===== src/rtl/input_sequencer.sv =====
// input_sequencer: buffers received bytes and plays them out as a
// mask-modulated, time-multiplexed drive bit for the delay-line reservoir.
module input_sequencer #(
  parameter int          seq_len     = 64,
  parameter int          log_seq_len = 6,
  parameter int          mask_len    = 18,
  parameter logic [31:0] mask        = 32'h0002B5A3,
  parameter int          hold_cycles = 4
) (
  input  logic                   CLOCK_50,
  input  logic                   reset,
  input  logic                   received,
  input  logic [7:0]             receive_byte,
  input  logic                   load_en,
  input  logic                   clear,
  input  logic                   start,
  output logic                   drive_out,
  output logic                   drive_valid,
  output logic [log_seq_len+2:0] step_idx,
  output logic [log_seq_len:0]   load_count,
  output logic                   overflow,
  output logic                   busy,
  output logic                   done
);
  localparam logic [1:0] IDLE = 2'd0, PLAY = 2'd1, FIN = 2'd2;
  localparam int BW = log_seq_len + 3;
  localparam int CW = log_seq_len + 1;
  logic [1:0]    state_q, state_d;
  logic [BW-1:0] bit_q, bit_d;
  logic [4:0]    slot_q, slot_d;
  logic [7:0]    hold_q, hold_d;
  logic [CW-1:0] load_count_q, load_count_d;
  logic          overflow_q, overflow_d, drive_out_q, drive_out_d;
  logic [7:0]    buf_q [seq_len];
  logic [BW:0]   nbits;
  logic          idle, play, full, wr_en, hold_wrap, slot_wrap, last;
  assign idle      = state_q == IDLE;
  assign play      = state_q == PLAY;
  assign full      = load_count_q == CW'(seq_len);
  assign wr_en     = idle & ~clear & load_en & received & ~full;
  assign nbits     = {load_count_q, 3'b000};
  assign hold_wrap = hold_q == 8'(hold_cycles - 1);
  assign slot_wrap = slot_q == 5'(mask_len - 1);
  assign last      = hold_wrap & slot_wrap & (bit_q == BW'(nbits - 1'b1));
  always_comb begin
    state_d      = state_q;
    bit_d        = bit_q;
    slot_d       = slot_q;
    hold_d       = hold_q;
    load_count_d = load_count_q;
    overflow_d   = overflow_q;
    if (idle) begin
      if (clear) begin
        load_count_d = '0;
        overflow_d   = 1'b0;
      end else if (load_en & received) begin
        overflow_d   = overflow_q | full;
        load_count_d = full ? load_count_q : load_count_q + 1'b1;
      end
      if (start) begin
        state_d = load_count_q == '0 ? FIN : PLAY;
        bit_d   = '0;
        slot_d  = '0;
        hold_d  = '0;
      end
    end else if (play) begin
      hold_d  = hold_wrap ? '0 : hold_q + 1'b1;
      slot_d  = hold_wrap ? (slot_wrap ? '0 : slot_q + 1'b1) : slot_q;
      bit_d   = hold_wrap & slot_wrap ? bit_q + 1'b1 : bit_q;
      state_d = last ? FIN : PLAY;
    end else begin
      state_d = IDLE;
    end
    // Output bit is computed from next-state counters so it is registered in step with them.
    drive_out_d = state_d == PLAY ? buf_q[bit_d[BW-1:3]][bit_d[2:0]] ^ mask[slot_d] : 1'b0;
  end
  always_ff @(posedge CLOCK_50 or negedge reset) begin
    if (!reset) begin
      state_q      <= IDLE;
      bit_q        <= '0;
      slot_q       <= '0;
      hold_q       <= '0;
      load_count_q <= '0;
      overflow_q   <= 1'b0;
      drive_out_q  <= 1'b0;
    end else begin
      state_q      <= state_d;
      bit_q        <= bit_d;
      slot_q       <= slot_d;
      hold_q       <= hold_d;
      load_count_q <= load_count_d;
      overflow_q   <= overflow_d;
      drive_out_q  <= drive_out_d;
    end
  end
  always_ff @(posedge CLOCK_50) begin
    if (wr_en) buf_q[load_count_q[log_seq_len-1:0]] <= receive_byte;
  end
  assign drive_out   = drive_out_q;
  assign drive_valid = play;
  assign busy        = play;
  assign done        = state_q == FIN;
  assign step_idx    = bit_q;
  assign load_count  = load_count_q;
  assign overflow    = overflow_q;
endmodule


===== config.mk =====
export PLATFORM = sky130hd
export DESIGN_NAME = input_sequencer
export DESIGN_NICKNAME = d
export VERILOG_FILES = /design/src/rtl/input_sequencer.sv
export SDC_FILE = /design/constraint.sdc
export NUM_CORES = 1
export LEC_CHECK = 0
export CORE_AREA = 5 5 371 227
export CTS_CLUSTER_DIAMETER = 200
export DETAILED_ROUTE_END_ITERATION = 12
export DIE_AREA = 0 0 376 232
export DONT_BUFFER_PORTS = 1
export HOLD_SLACK_MARGIN = 0.05
export PLACE_DENSITY = 0.41
export SYNTH_ARGS = -nofsm -noshare
export SYNTH_HDL_FRONTEND = slang
export SYNTH_SLANG_ARGS = --single-unit

===== constraint.sdc =====
create_clock -name CLOCK_50 -period 4.4 [get_ports CLOCK_50]
set_input_delay 0.22 -clock CLOCK_50 [delete_from_list [all_inputs] [get_ports CLOCK_50]]
set_output_delay 0.22 -clock CLOCK_50 [all_outputs]
set_load 0.05 [all_outputs]

==> flow_summary.yaml, run 1 <==
floorplan:
  core_mm2: 0.0806
  ios: 35
  dieArea_mm2: 0.0872
  die_w_um: 376
  start_util: 0.297
  fp.dieH_um: 232
  rows: 81
setup_path:
  crit_path_start_kind: "flip-flop"
  cp.arrival_ps: 4920
  rrSetupSlack_ps: 70
  worst-path-buf-inv: 4
  worst-path-max-fanout: 9
  slowest_delay_ps: 520
  crit_top_cell: "buf_4"
  cpLargestDelayFamily: "simple AND/OR/NAND/NOR gates"
  cp_data_required_time_ps: 4990
  worstPathCellList: "inv_1, ha_1, nand4bb_1, buf_4, nor4_4, buf_4, buf_4, nand4_1, mux2_2, or3_1, a211oi_1, nor4_1, or4b_1, or4_1, o211ai_1, a2111oi_0, nand3b_1"
  crit_slowest_cell: "or3_1"
  cp-end-kind: "flip-flop"
  critPathKind: "reg2reg"
power_and_ir_drop:
  p_int_uw: 8690
  leakage_uw: 0.00973
  power.net_switching_uw: 3000
  combPwrFrac: 0.094
  power_switching_share: 0.257
  power_frac_seq: 0.495
  p_total_uw: 11700
  max-vdd-ir-drop_v: 0.000294
  cellPowerDensity_mw_per_mm2: 411
  clockPowerShare: 0.410
status:
  status: "finished, final reports clean"
sta:
  final_max_slew_viol_count: 0
  period_share: 0.983
  finalSetupViolations: 0
  final.setup.tns_ps: 0
  fin_crit_ps: 4330
  hold_viol_final: 0
  rsz0062_at_grt: "no"
  fin_skew_ps: 28.8
  fmax_mhz: 231
  max_slew_margin: 0.175
  worst_pin_slew_ps: 1230
finish:
  seq_area_mm2: 0.0162
  fin_area_mm2: 0.0285
  nets: 2034
  multi_input_area_mm2: 0.00708
  fin_cells: 3139
  fill_cells: 7980
  fin_util: 0.353
  area_delta_synth_final_pct: 18.9
  drive_above_1_share: 0.167
logic_synthesis:
  synth_top_area_share: 0.642
  synth_most_common_cell: "edfxtp_1"
  ys_types: 91
  synth_flop_cell: "edfxtp_1"
  syn-mean-instance-area_um2: 12.9
  synth_area_mm2: 0.0239
  syn_nets: 1881
  yosys.area.top_type: "edfxtp_1"
  synthArstFlopShare: 0.0606
  synth_common_cells: "edfxtp_1 (512), nand2_1 (271), a21oi_1 (138), nor2_1 (128), mux2i_1 (82)"
  seq_area_frac_synth: 0.676
  synth_edf_count: 512
  yosys-top-cells-area: "edfxtp_1 (64%), nand2_1 (4.2%), dfrtp_1 (3.4%)"
  syn_inst: 1861
  synth.ff_latch_count: 545
  yosys_warnings: 0
clock_tree:
  cts_buffers: 53
  clock_tree.root_cell: "clkbuf_16"
  htreeDepth: 2
  cts_buffer_depth: 3
  tritoncts: "yes"
  insertion_delay_ps: 650
  path_clk_slew_ps: 80
  clock-sinks: 545
placed_design:
  place_hpwl_um: 58800
  place_inst: 3014
  place.gp.congestion: 0.848
  io_buffer_count: 0
  placed_cell_area_mm2: 0.0263
detailed_routing:
  first_pass_iters: 5
  drt_iter0_drc: 1924
  drc: 0
  wirelength_um: 88200
  vias: 16891
  wl_per_cell_um: 28.1
  via_per_inst: 5.38
  ant_nets: 0
job:
  maxCapViolations: 0
grt:
  antenna_found_initial: 8
  grt_pass1_vias: 16078
  grt_max_degree: 65
  grt_usage: 0.199
  grt_pass1_wl_um: 125000
  gr-total-overflow: 0
worst_hold_path:
  holdCritPathClass: "in2reg"
-- sequential cells by signal, summed over array words and instances (netlist names) --
| register | flops |
|---|---|
| drive_out | 1 |
| buf_q | 512 |
| slot_q | 5 |
| hold_q | 8 |
| state_q | 2 |
| step_idx | 9 |
| load_count | 7 |
| overflow | 1 |
-- layout by cell type (no fill, tap or decap), types with 8 or more instances in the layout --
cell / count
a22oi_1: 17
buf_12: 15
nor2_1: 126
a31oi_1: 19
o21ai_0: 60
o211ai_1: 9
buf_4: 177
a21oi_1: 137
a22o_1: 16
mux2_2: 16
nor4_1: 10
dlygate4sd3_1: 14
dfrtp_1: 31
a211oi_1: 57
nand4_1: 15
clkbuf_16: 53
nor3_1: 36
nand3_1: 56
clkinv_2: 11
mux2i_1: 80
a21o_1: 8
inv_1: 12
a311oi_1: 9
buf_16: 8
o22ai_1: 14
a221oi_1: 10
edfxtp_1: 512
and3_1: 49
nand2_1: 269
clkinv_1: 13
xor2_1: 8
a211o_1: 12
-- power groups by stage --
stage | registers, uW | clock network [uW] | logic (uW)
5_1_grt | 5800 | 5100 | 1180
6_report | 5790 | 4800 | 1100
3_5_place_dp | 5900 | 0 | 937
4_1_cts | 5790 | 4910 | 1080
3_3_place_gp | 5900 | 0 | 937
2_1_floorplan | 5920 | 0 | 561
-- final cells by class --
class / instances / area share
flip-flops and latches: 545 / 0.569
multi-input cells: 1181 / 0.249
repair buffers: 215 / 0.0702
clock buffers: 60 / 0.0475
well taps: 1079 / 0.0474
clock inverters: 39 / 0.0143
inverters: 18 / 0.00272
diodes: 2 / 0.000176
-- metrics by stage --
| stage | hold WS, ps | setup slack, ps |
|---|---|---|
| after floorplan | -75.6 | 552 |
| after global placement | -73.9 | -28.4 |
| after detailed placement | -73.7 | -84.8 |
| after CTS | 52.2 | 100 |
| after global routing | 101 | 1.83 |
| final | 98.5 | 72.8 |
-- path summary, 6_finish.rpt --
path                           start         to  cells after the start
setup / recovery           slot_q[1]  drive_out                     17
hold / removal                 start  hold_q[0]                      3
setup reg to reg           slot_q[1]  drive_out                     17
hold reg to reg            hold_q[1]  hold_q[1]                      1
max in group asynchronous      reset  slot_q[4]                      2
min in group asynchronous      reset  drive_out                      2
-- tightest hold or removal path, cell delays in order --
cell	delay, ps
o21bai_1	230
nand2_1	140
o21ai_0	80
-- timing repair --
action | 4_1_cts | 5_1_grt
setup buffers | 0 | 1
endpoints found under the setup margin | 1 | 1
gates resized for setup | 1 | 12
pin swaps | 0 | 2
hold buffers | 23 | 0
hold endpoints to repair | 554 | 0
-- cells by family (layout without fill, tap and decap cells) --
logic type | Yosys count | in the layout | share of synthesized area
and+or+nand+nor | 625 | 625 | 0.122
DFF | 545 | 545 | 0.676
AOI/OAI and AO/OA | 440 | 440 | 0.122
buffers and inverters | 135 | 332 | 0.0301
muxes | 98 | 98 | 0.0418
xor gates and xnor gates | 12 | 12 | 0.00439
adders and majority gates | 6 | 6 | 0.00313
other | 0 | 2 | 0
-- metal layers --
| layer | GRT usage | up-vias | share of wire |
|---|---|---|---|
| met5 | 0 | - | 0.00039 |
| met1 | 0.321 | 8636 | 0.50 |
| li1 | - | 7441 | - |
| met4 | 0.0371 | 4 | 0.016 |
| met2 | 0.248 | 714 | 0.36 |
| met3 | 0.0719 | 96 | 0.11 |
(Power assumes the default switching activity.)
==> inputs of run 2 (changes only) <==
- CORE_AREA: 5 5 371 227 -> 5 5 304 187
- DIE_AREA: 0 0 376 232 -> 0 0 309 192
- PLACE_DENSITY: 0.41 -> 0.57
==> run 2 against run 1 <==
Compared with the run above:
- die area down 32%
- clock skew down 17 ps
- global-route usage increased by 6.2 points
- combinational power decreased by 7%
- critical path type unchanged
- largest cell class unchanged
==> flow_summary.yaml, run 2 (same netlist as run 1, synthesis figures left out) <==
finish:
  area_delta_synth_final_pct: 16.4
  final_common_cell: "edfxtp_1"
  mostFrequentLayoutCells: "edfxtp_1 (512), nand2_1 (270), buf_4 (165)"
  largest_reg_flops: 512
  fin_util: 0.520
  fin_cells: 2753
  nets: 2018
  drive_above_1_share: 0.158
sta:
  worst_pin_slew_ps: 1140
  rsz0062_at_grt: "no"
  max_slew_margin: 0.240
  final.setup.tns_ps: 0
  fin_crit_ps: 4260
  period_share: 0.968
  finalWorstSetupSlack_ps: 141
  fmax_mhz: 235
  finalSetupViolations: 0
  final_max_slew_viol_count: 0
  hold_viol_final: 0
  worst_hold_slack_ps: 78.3
  fin_skew_ps: 11.7
clock_tree:
  cts_buffers: 51
  insertion_delay_ps: 590
  clock_tree.root_cell: "clkbuf_16"
  clock-sinks: 545
  htreeDepth: 2
  path_clk_slew_ps: 70
  cts_buffer_depth: 3
  tritoncts: "yes"
setup_path:
  crit_path_start_kind: "flip-flop"
  worst-path-max-fanout: 9
  cp_data_required_time_ps: 4930
  cp-end-kind: "flip-flop"
  cp.arrival_ps: 4790
  critPathKind: "reg2reg"
status:
  status: "finished, final reports clean"
grt:
  grt_max_degree: 74
  grt_pass1_wl_um: 113000
  grt_usage: 0.261
  gr-total-overflow: 0
  antenna_found_initial: 3
  grt_pass1_vias: 15977
power_and_ir_drop:
  leakage_uw: 0.00962
  max-vdd-ir-drop_v: 0.000311
  cellPowerDensity_mw_per_mm2: 409
worst_hold_path:
  holdCritPathClass: "in2reg"
floorplan:
  fp.dieH_um: 192
  core_mm2: 0.0536
  start_util: 0.447
  ios: 35
  dieArea_mm2: 0.0593
  die_w_um: 309
  rows: 66
job:
  maxCapViolations: 0
placed_design:
  io_buffer_count: 0
  place_hpwl_um: 51900
  place_inst: 2635
  place.gp.congestion: 0.958
  pre_cts_slack_ps: -541
detailed_routing:
  wl_per_cell_um: 28.4
  wirelength_um: 78200
  vias: 16987
  first_pass_iters: 5
  drc: 0
  ant_nets: 0
  via_per_inst: 6.17
  drt_iter0_drc: 2553
run 2: what timing repair did:
item                       4_1_cts  5_1_grt
gates resized for setup         11       16
buffers inserted                 1        3
hold endpoints to repair       554        0
hold buffers                    21        0
pin swaps                        1        1
setup endpoints to repair        1        1
run 2: worst max-delay path, stage by stage (launching register included):
cell and delay, ps:
dfrtp_1 410, inv_1 80, ha_1 150, nand4bb_1 100, buf_4 180, nor4_4 260
buf_4 190, buf_4 200, nand4_1 140, mux2_2 450, nor2_1 470, nand2_1 250
o22ai_1 470, or4b_2 230, o211ai_1 100, a2111oi_1 350, nand3b_1 160
run 2: power by group:
group,internal [uW],leakage (uW),switching [uW],total (uW)
sequential,5720,0.00505,97.5,5810
clock,2580,0.000815,1990,4570
combinational,307,0.00376,716,1020
run 2: final cells by class:
| cell class | count | area [um^2] |
|---|---|---|
| timing repair buffer | 201 | 1860 |
| inverter | 18 | 87.6 |
| clock buffer | 64 | 1350 |
| tap | 714 | 893 |
| multi-input combinational | 1181 | 7130 |
| antenna | 1 | 2.50 |
| clock inverter | 29 | 335 |
| sequential | 545 | 16200 |
| fill | 4496 | 25700 |
run 2: path summary, 6_finish.rpt:
| check | startpoint | end | slack, ps | depth (start not counted) |
|---|---|---|---|---|
| worst max-delay path | slot_q[1] | drive_out | 140 | 16 |
| worst min-delay path | start | hold_q[0] | 80 | 3 |
| worst max register to register | slot_q[1] | drive_out | 140 | 16 |
| worst min register to register | hold_q[0] | hold_q[0] | 520 | 1 |
| max in group asynchronous | reset | step_idx[3] | 4080 | 2 |
| min in group asynchronous | reset | hold_q[0] | 90 | 2 |
run 2: per-layer routing:
metal  global-route usage  up-vias  part of all wire
li1                     -     7406                 -
met1                0.403     8523              0.45
met3                0.117      108              0.15
met4               0.0460        2             0.018
met2                0.340      948              0.39
met5                    0        -           0.00017
run 2: per-stage QoR:
step / power [uW] / instance area [um^2]
2_1_floorplan: 6480 / 23900
3_3_place_gp: 6770 / 25700
3_5_place_dp: 6790 / 25700
4_1_cts: 11400 / 27800
5_1_grt: 11800 / 27900
6_report: 11400 / 27900
